File: src/rtl/riscv_pkg.sv
// Shared RV32I multi-cycle encodings: opcodes, controller states and datapath
// mux/ALU select values used by both the controller and the datapath.
package riscv_pkg;

    localparam logic [6:0] OP_R      = 7'b0110011;
    localparam logic [6:0] OP_I      = 7'b0010011;
    localparam logic [6:0] OP_LW     = 7'b0000011;
    localparam logic [6:0] OP_SW     = 7'b0100011;
    localparam logic [6:0] OP_BRANCH = 7'b1100011;
    localparam logic [6:0] OP_JAL    = 7'b1101111;

    localparam logic [2:0] F3_BEQ = 3'b000;
    localparam logic [2:0] F3_BNE = 3'b001;

    localparam logic [1:0] ALU_ADD    = 2'b00;
    localparam logic [1:0] ALU_SUB    = 2'b01;
    localparam logic [1:0] ALU_RFUNCT = 2'b10;
    localparam logic [1:0] ALU_IFUNCT = 2'b11;

    localparam logic [1:0] SRC_A_PC    = 2'b00;
    localparam logic [1:0] SRC_A_RS1   = 2'b01;
    localparam logic [1:0] SRC_A_OLDPC = 2'b10;

    localparam logic [1:0] SRC_B_RS2  = 2'b00;
    localparam logic [1:0] SRC_B_FOUR = 2'b01;
    localparam logic [1:0] SRC_B_IMM  = 2'b10;

    localparam logic [1:0] WB_ALUOUT = 2'b00;
    localparam logic [1:0] WB_MDR    = 2'b01;
    localparam logic [1:0] WB_PC4    = 2'b10;

    typedef enum logic [3:0] {
        S_FETCH,
        S_DECODE,
        S_EXEC,
        S_MEMRD,
        S_MEMWR,
        S_WB_ALU,
        S_WB_MEM,
        S_BRANCH,
        S_JUMP,
        S_TRAP
    } state_t;

endpackage

File: src/rtl/mem_wait_timer.sv
// Counts cycles spent waiting for a memory completion strobe and flags a
// timeout when WAIT_MAX cycles have elapsed without one.
module mem_wait_timer #(
    parameter int unsigned WAIT_MAX = 15
) (
    input  logic clk,
    input  logic rst,
    input  logic clear,
    input  logic count_en,
    input  logic ready,
    output logic timeout
);

    localparam int unsigned CW = $clog2(WAIT_MAX + 1);

    logic [CW-1:0] count;

    // A ready strobe in the same cycle the limit is reached still wins.
    assign timeout = count_en & ~ready & (count == CW'(WAIT_MAX));

    always_ff @(posedge clk or posedge rst) begin
        if (rst) begin
            count <= '0;
        end else if (clear) begin
            count <= '0;
        end else if (count_en && !ready && !timeout) begin
            count <= count + CW'(1);
        end
    end

endmodule

File: src/rtl/multicycle_control.sv
// Multi-cycle RV32I controller: sequences fetch/decode/execute/memory/write-back,
// counts retired instructions and traps on illegal opcodes or memory timeout.
module multicycle_control
    import riscv_pkg::*;
#(
    parameter int unsigned WAIT_MAX   = 15,
    parameter int unsigned CNT_W      = 32,
    parameter bit          ENABLE_JAL = 1'b1
) (
    input  logic             clk,
    input  logic             rst,
    input  logic [6:0]       opcode,
    input  logic [2:0]       funct3,
    input  logic             zero,
    input  logic             mem_ready,
    output logic             mem_read,
    output logic             mem_write,
    output logic             ir_write,
    output logic             pc_write,
    output logic             reg_write,
    output logic [1:0]       mem_to_reg,
    output logic [1:0]       alu_src_a,
    output logic [1:0]       alu_src_b,
    output logic [1:0]       alu_op,
    output logic             pc_src,
    output logic             trap,
    output logic [CNT_W-1:0] instret
);

    state_t state, state_next;
    logic   timer_clear, timer_en, timeout;

    assign timer_en    = (state == S_FETCH) || (state == S_MEMRD) || (state == S_MEMWR);
    assign timer_clear = (state_next != state);

    mem_wait_timer #(.WAIT_MAX(WAIT_MAX)) u_timer (
        .clk      (clk),
        .rst      (rst),
        .clear    (timer_clear),
        .count_en (timer_en),
        .ready    (mem_ready),
        .timeout  (timeout)
    );

    always_ff @(posedge clk or posedge rst) begin
        if (rst) begin
            state   <= S_FETCH;
            instret <= '0;
        end else begin
            state <= state_next;
            // TRAP is absorbing, so any arrival in FETCH from elsewhere is a retirement.
            if (state != S_FETCH && state_next == S_FETCH) begin
                instret <= instret + CNT_W'(1);
            end
        end
    end

    always_comb begin
        state_next = state;
        mem_read   = 1'b0;
        mem_write  = 1'b0;
        ir_write   = 1'b0;
        pc_write   = 1'b0;
        reg_write  = 1'b0;
        mem_to_reg = WB_ALUOUT;
        alu_src_a  = SRC_A_PC;
        alu_src_b  = SRC_B_RS2;
        alu_op     = ALU_ADD;
        pc_src     = 1'b0;
        trap       = 1'b0;

        case (state)
            S_FETCH: begin
                mem_read  = 1'b1;
                alu_src_b = SRC_B_FOUR;
                if (timeout) begin
                    state_next = S_TRAP;
                end else if (mem_ready) begin
                    ir_write   = 1'b1;
                    pc_write   = 1'b1;
                    state_next = S_DECODE;
                end
            end
            S_DECODE: begin
                alu_src_a = SRC_A_OLDPC;
                alu_src_b = SRC_B_IMM;
                case (opcode)
                    OP_R, OP_I, OP_LW, OP_SW: state_next = S_EXEC;
                    OP_BRANCH: state_next = (funct3 == F3_BEQ || funct3 == F3_BNE) ? S_BRANCH : S_TRAP;
                    OP_JAL:    state_next = ENABLE_JAL ? S_JUMP : S_TRAP;
                    default:   state_next = S_TRAP;
                endcase
            end
            S_EXEC: begin
                alu_src_a = SRC_A_RS1;
                case (opcode)
                    OP_R: begin
                        alu_src_b  = SRC_B_RS2;
                        alu_op     = ALU_RFUNCT;
                        state_next = S_WB_ALU;
                    end
                    OP_I: begin
                        alu_src_b  = SRC_B_IMM;
                        alu_op     = ALU_IFUNCT;
                        state_next = S_WB_ALU;
                    end
                    OP_LW: begin
                        alu_src_b  = SRC_B_IMM;
                        state_next = S_MEMRD;
                    end
                    OP_SW: begin
                        alu_src_b  = SRC_B_IMM;
                        state_next = S_MEMWR;
                    end
                    default: state_next = S_TRAP;
                endcase
            end
            S_MEMRD: begin
                mem_read = 1'b1;
                if (timeout)        state_next = S_TRAP;
                else if (mem_ready) state_next = S_WB_MEM;
            end
            S_MEMWR: begin
                mem_write = 1'b1;
                if (timeout)        state_next = S_TRAP;
                else if (mem_ready) state_next = S_FETCH;
            end
            S_WB_ALU: begin
                reg_write  = 1'b1;
                mem_to_reg = WB_ALUOUT;
                state_next = S_FETCH;
            end
            S_WB_MEM: begin
                reg_write  = 1'b1;
                mem_to_reg = WB_MDR;
                state_next = S_FETCH;
            end
            S_BRANCH: begin
                alu_src_a  = SRC_A_RS1;
                alu_src_b  = SRC_B_RS2;
                alu_op     = ALU_SUB;
                pc_src     = 1'b1;
                pc_write   = ((funct3 == F3_BEQ) & zero) | ((funct3 == F3_BNE) & ~zero);
                state_next = S_FETCH;
            end
            S_JUMP: begin
                pc_write   = 1'b1;
                pc_src     = 1'b1;
                reg_write  = 1'b1;
                mem_to_reg = WB_PC4;
                state_next = S_FETCH;
            end
            S_TRAP: begin
                trap = 1'b1;
            end
            default: state_next = S_TRAP;
        endcase

        // The state register resets asynchronously, but these must drop combinationally too.
        if (rst) begin
            mem_read  = 1'b0;
            mem_write = 1'b0;
            ir_write  = 1'b0;
            pc_write  = 1'b0;
            reg_write = 1'b0;
            trap      = 1'b0;
        end
    end

endmodule

File: config.mk
export PLATFORM = sky130hd
export DESIGN_NAME = multicycle_control
export DESIGN_NICKNAME = d
export VERILOG_FILES = /design/src/rtl/riscv_pkg.sv /design/src/rtl/mem_wait_timer.sv /design/src/rtl/multicycle_control.sv
export SDC_FILE = /design/constraint.sdc
export NUM_CORES = 1
export LEC_CHECK = 0
export CORE_MARGIN = 2
export CORE_UTILIZATION = 40
export DETAILED_ROUTE_END_ITERATION = 12
export PLACE_DENSITY = 0.67
export SLEW_MARGIN = 5
export SYNTH_ARGS = -nofsm -noshare
export SYNTH_HDL_FRONTEND = slang
export SYNTH_HIERARCHICAL = 1
export SYNTH_SLANG_ARGS = --single-unit
File: constraint.sdc
create_clock -name clk -period 4.9 [get_ports clk]
set_clock_uncertainty 0.1 [all_clocks]
set_input_delay 0.49 -clock clk [delete_from_list [all_inputs] [get_ports clk]]
set_output_delay 0.49 -clock clk [all_outputs]
set_load 0.005 [all_outputs]
==> reports/metrics.csv <==
stage,metric,value,unit
status,status,finished clean,
detailed_routing,WL/cell,14.5,um
layout,Synth-to-Final Area Change,32.2,%
detailed_routing,initial DRC count,60,
global_route,vias in the first global route,1985,
sta,Period minus WS final,3.74,ns
floorplanning,Ports,61,
layout,number of nets in the layout,338,
pwr,Comb power frac,38.6,%
min_path,worst hold stages,1,
clock_network,CTS tree,done,
yosys,Post-synth top flop,dfrtp_1,
pwr,Design Power,1.18,mW
floorplanning,Die X,81.8,um
clock_network,CTS root buffer,clkbuf_8,
detailed_routing,DRC Markers,0,
global_route,Congestion Overflow GR,0,
detailed_routing,DRT Pass-1 Iters,4,
yosys,synthesized area,2420,um2
critical_path,startpoint types,flip-flop,
yosys,Synth Register Bits,40,
placed_design,Final Wtd Congestion,0.875,
global_route,antenna violations before repair,0,
placed_design,detailed placement HPWL,4250,um
sta,Slew HR,59.7,%
clock_network,CTS max path bufs,2,
pwr,switching pwr,422,uW
clock_network,# resized after CTS,0,
critical_path,CP Capture Type,flip-flop,
clock_network,CTS buffer count,5,
yosys,syn_area_per_cell,9.23,um2
sta,final hold slack,0.370,ns
floorplanning,Initial Util,41.1,%
clock_network,"Hold-fix buffers, CTS",0,
sta,final hold viol count,0,
sta,Tcrit/Tclk final,76.3,%
sta,Max Freq,268,MHz
yosys,syn_nets,278,
floorplanning,core area,5890,um2
min_path,hold path start,instret[31]$_DFFE_PP0P_,
yosys,Post-synth EDFFs,0,
pwr,power density over the cells,369,nW/um2
yosys,Yosys warning count,6,
floorplanning,Die Y-Extent,81.8,um
detailed_routing,final WL,5760,um
sta,Slew @ Worst Pin,0.601,ns
pwr,Int Pwr,756,uW
pwr,sequential power share,38.3,%
clock_network,# H-tree levels,2,
critical_path,reg-to-reg setup timing slack,1.16,ns
yosys,sequential element share of the synthesized area,41.4,%
global_route,gr usage total,18.3,%
yosys,Async SR Flop Fraction,100,%
floorplanning,DIE AREA,6680,um2
clock_network,Clock Latency Late Sink,0.29,ns
detailed_routing,Routed Antenna Nets,0,
sta,Setup Viol. Count Final,0,
floorplanning,# rows,28,
sta,unrepaired setup endpoints after global routing,false,
clock_network,Post-CTS Setup Bufs,0,
layout,fillcell total,550,
yosys,Synth Instances,262,
critical_path,CP Max Fanout,19,
pwr,VDD IR-drop max,0.000193,V
placed_design,port bufs,60,
min_path,worst hold endpoint,instret[31]$_DFFE_PP0P_,
clock_network,Clock Pin Slew Worst Setup and Hold Paths,0.08,ns
layout,share of post-route cells with drive strength above 1,5.26,%
pwr,leakage,1.38,nW
critical_path,Worst Path Arrival,3.88,ns
critical_path,WP data required,5.04,ns
pwr,Net Sw Frac,35.8,%
layout,# diodes,0,
clock_network,Clock Sinks,40,
sta,Setup TNS,0,ns
global_route,largest net degree at the start of global routing,37,
sta,Pins Over Slew Limit,0,
detailed_routing,via count,2135,
critical_path,Crit Path Category,flip-flop to flip-flop,
global_route,first-pass GRT wire length,9630,um
critical_path,reg2reg path depth,14,
pwr,clock power share,23.1,%
run,Max-Cap Viols,0,
detailed_routing,Via density,5.36,
min_path,Hold WC Path Type,flip-flop to flip-flop,
critical_path,reg2reg start,state[0]$_DFF_PP0_,
critical_path,Reg-to-Reg End,u_timer/count[0]$_DFFE_PP0P_,
yosys,Netlist cell types,50,
-- how the worst max path moves through the flow --
stage | from | endpoint | depth (start not counted)
2_1_floorplan | state[0]$_DFF_PP0_ | u_timer/count[0]$_DFFE_PP0P_ | 16
3_3_place_gp | mem_ready | u_timer/count[0]$_DFFE_PP0P_ | 12
3_5_place_dp | mem_ready | u_timer/count[0]$_DFFE_PP0P_ | 12
4_1_cts | state[0]$_DFF_PP0_ | u_timer/count[0]$_DFFE_PP0P_ | 14
5_1_grt | state[0]$_DFF_PP0_ | u_timer/count[0]$_DFFE_PP0P_ | 14
6_report | state[0]$_DFF_PP0_ | u_timer/count[0]$_DFFE_PP0P_ | 14
-- stage by stage --
stage	util [%]	setup slack, ns	cells	instance area [um2]
4_1_cts	54.3	1.14	398	3200
3_5_place_dp	52.4	1.11	390	3080
2_1_floorplan	-	1.58	262	2420
3_3_place_gp	52.4	1.24	390	3080
5_1_grt	54.3	0.891	398	3200
6_report	54.3	1.16	398	3200
-- flip-flops by register name, summed over array words and instances, names as in the netlist --
register	flops
state	4
instret	32
u_timer/count	4
-- layout by cell type, fill, tap and decap left out, types with 3 or more instances in the layout --
cell | netlist | layout
a21oi_1 | 7 | 7
and2_1 | 5 | 5
and3_1 | 7 | 7
clkbuf_8 | 0 | 5
clkdlybuf4s50_1 | 0 | 60
dfrtp_1 | 40 | 40
inv_1 | 10 | 10
nand2_1 | 22 | 22
nand2b_1 | 5 | 5
nand3_1 | 18 | 18
nand4_1 | 14 | 14
nor2_1 | 19 | 19
nor2b_1 | 6 | 6
nor3_1 | 15 | 15
nor4_1 | 5 | 5
nor4b_1 | 3 | 3
o21ai_0 | 5 | 5
or4_1 | 3 | 3
xnor2_1 | 16 | 16
xor2_1 | 18 | 18
-- cells in the mapped netlist, types with 2 or more instances --
cell type / number / area, um2
and4b_1: 2 / 20.0
inv_1: 10 / 37.5
or3_1: 2 / 12.5
a21o_1: 2 / 15.0
a31oi_1: 2 / 12.5
nor4b_1: 3 / 26.3
nand3_1: 18 / 90.1
a21oi_1: 7 / 35.0
buf_2: 7 / 35.0
and4_1: 2 / 17.5
nor2_1: 19 / 71.3
nor2b_1: 6 / 37.5
xor2_1: 18 / 158
or4_1: 3 / 22.5
ha_1: 2 / 25.0
xnor2_1: 16 / 140
nand2b_1: 5 / 31.3
nor4_1: 5 / 31.3
nor3_1: 15 / 75.1
and2_1: 5 / 31.3
and3_1: 7 / 43.8
nand4_1: 14 / 87.6
nand2_1: 22 / 82.6
dfrtp_1: 40 / 1000
o21ai_0: 5 / 25.0
-- worst max-delay path, stage by stage, from the launching register on --
cell and delay, ns:
dfrtp_1 0.71, nor2_1 0.13, a21oi_1 0.14, nor2_1 0.06
or2b_1 0.19, nor2_1 0.11, nand2b_1 0.19, a21o_1 0.22
a2111oi_4 0.42, o41ai_1 0.20, xor2_1 0.17, or4_1 0.59
nand2b_1 0.19, a21oi_1 0.13, a31o_2 0.12
-- power groups by stage --
stage / Clock, mW / Combinational, mW / Sequential, mW
after floorplan: 0 / 0.317 / 0.418
after global placement: 0 / 0.448 / 0.455
after detailed placement: 0 / 0.457 / 0.457
after CTS: 0.283 / 0.460 / 0.451
after global routing: 0.299 / 0.500 / 0.462
final: 0.272 / 0.455 / 0.451
-- cell type report --
type	instances	area (um2)	area share [%]
multi-input combinational	204	1340	42.0
sequential	40	1000	31.3
timing repair buffer	61	608	19.0
tap	75	93.8	2.94
clock buffer	5	68.8	2.15
clock inverter	3	46.3	1.45
inverter	10	37.5	1.17
-- per-layer routing --
| layer | share of wire [%] | vias up | routed length (um) | GRT usage [%] |
|---|---|---|---|---|
| met4 | 0.75 | 0 | 43 | 3.50 |
| met3 | 5.1 | 6 | 293 | 4.18 |
| met5 | 0 | - | 0 | 0 |
| met2 | 47 | 55 | 2730 | 30.1 |
| met1 | 47 | 1006 | 2700 | 24.8 |
| li1 | - | 1068 | - | - |
-- logic make-up after synthesis --
| logic type | count (synthesis) | synth area share, % |
|---|---|---|
| xor+xnor | 34 | 12.3 |
| fa+ha+maj | 2 | 1.03 |
| compound gates | 28 | 8.43 |
| flops | 40 | 41.4 |
| mux | 1 | 0.466 |
| simple gates | 139 | 33.2 |
| buf+inv | 18 | 3.16 |
Note: power is estimated with default switching activity, not from simulation.
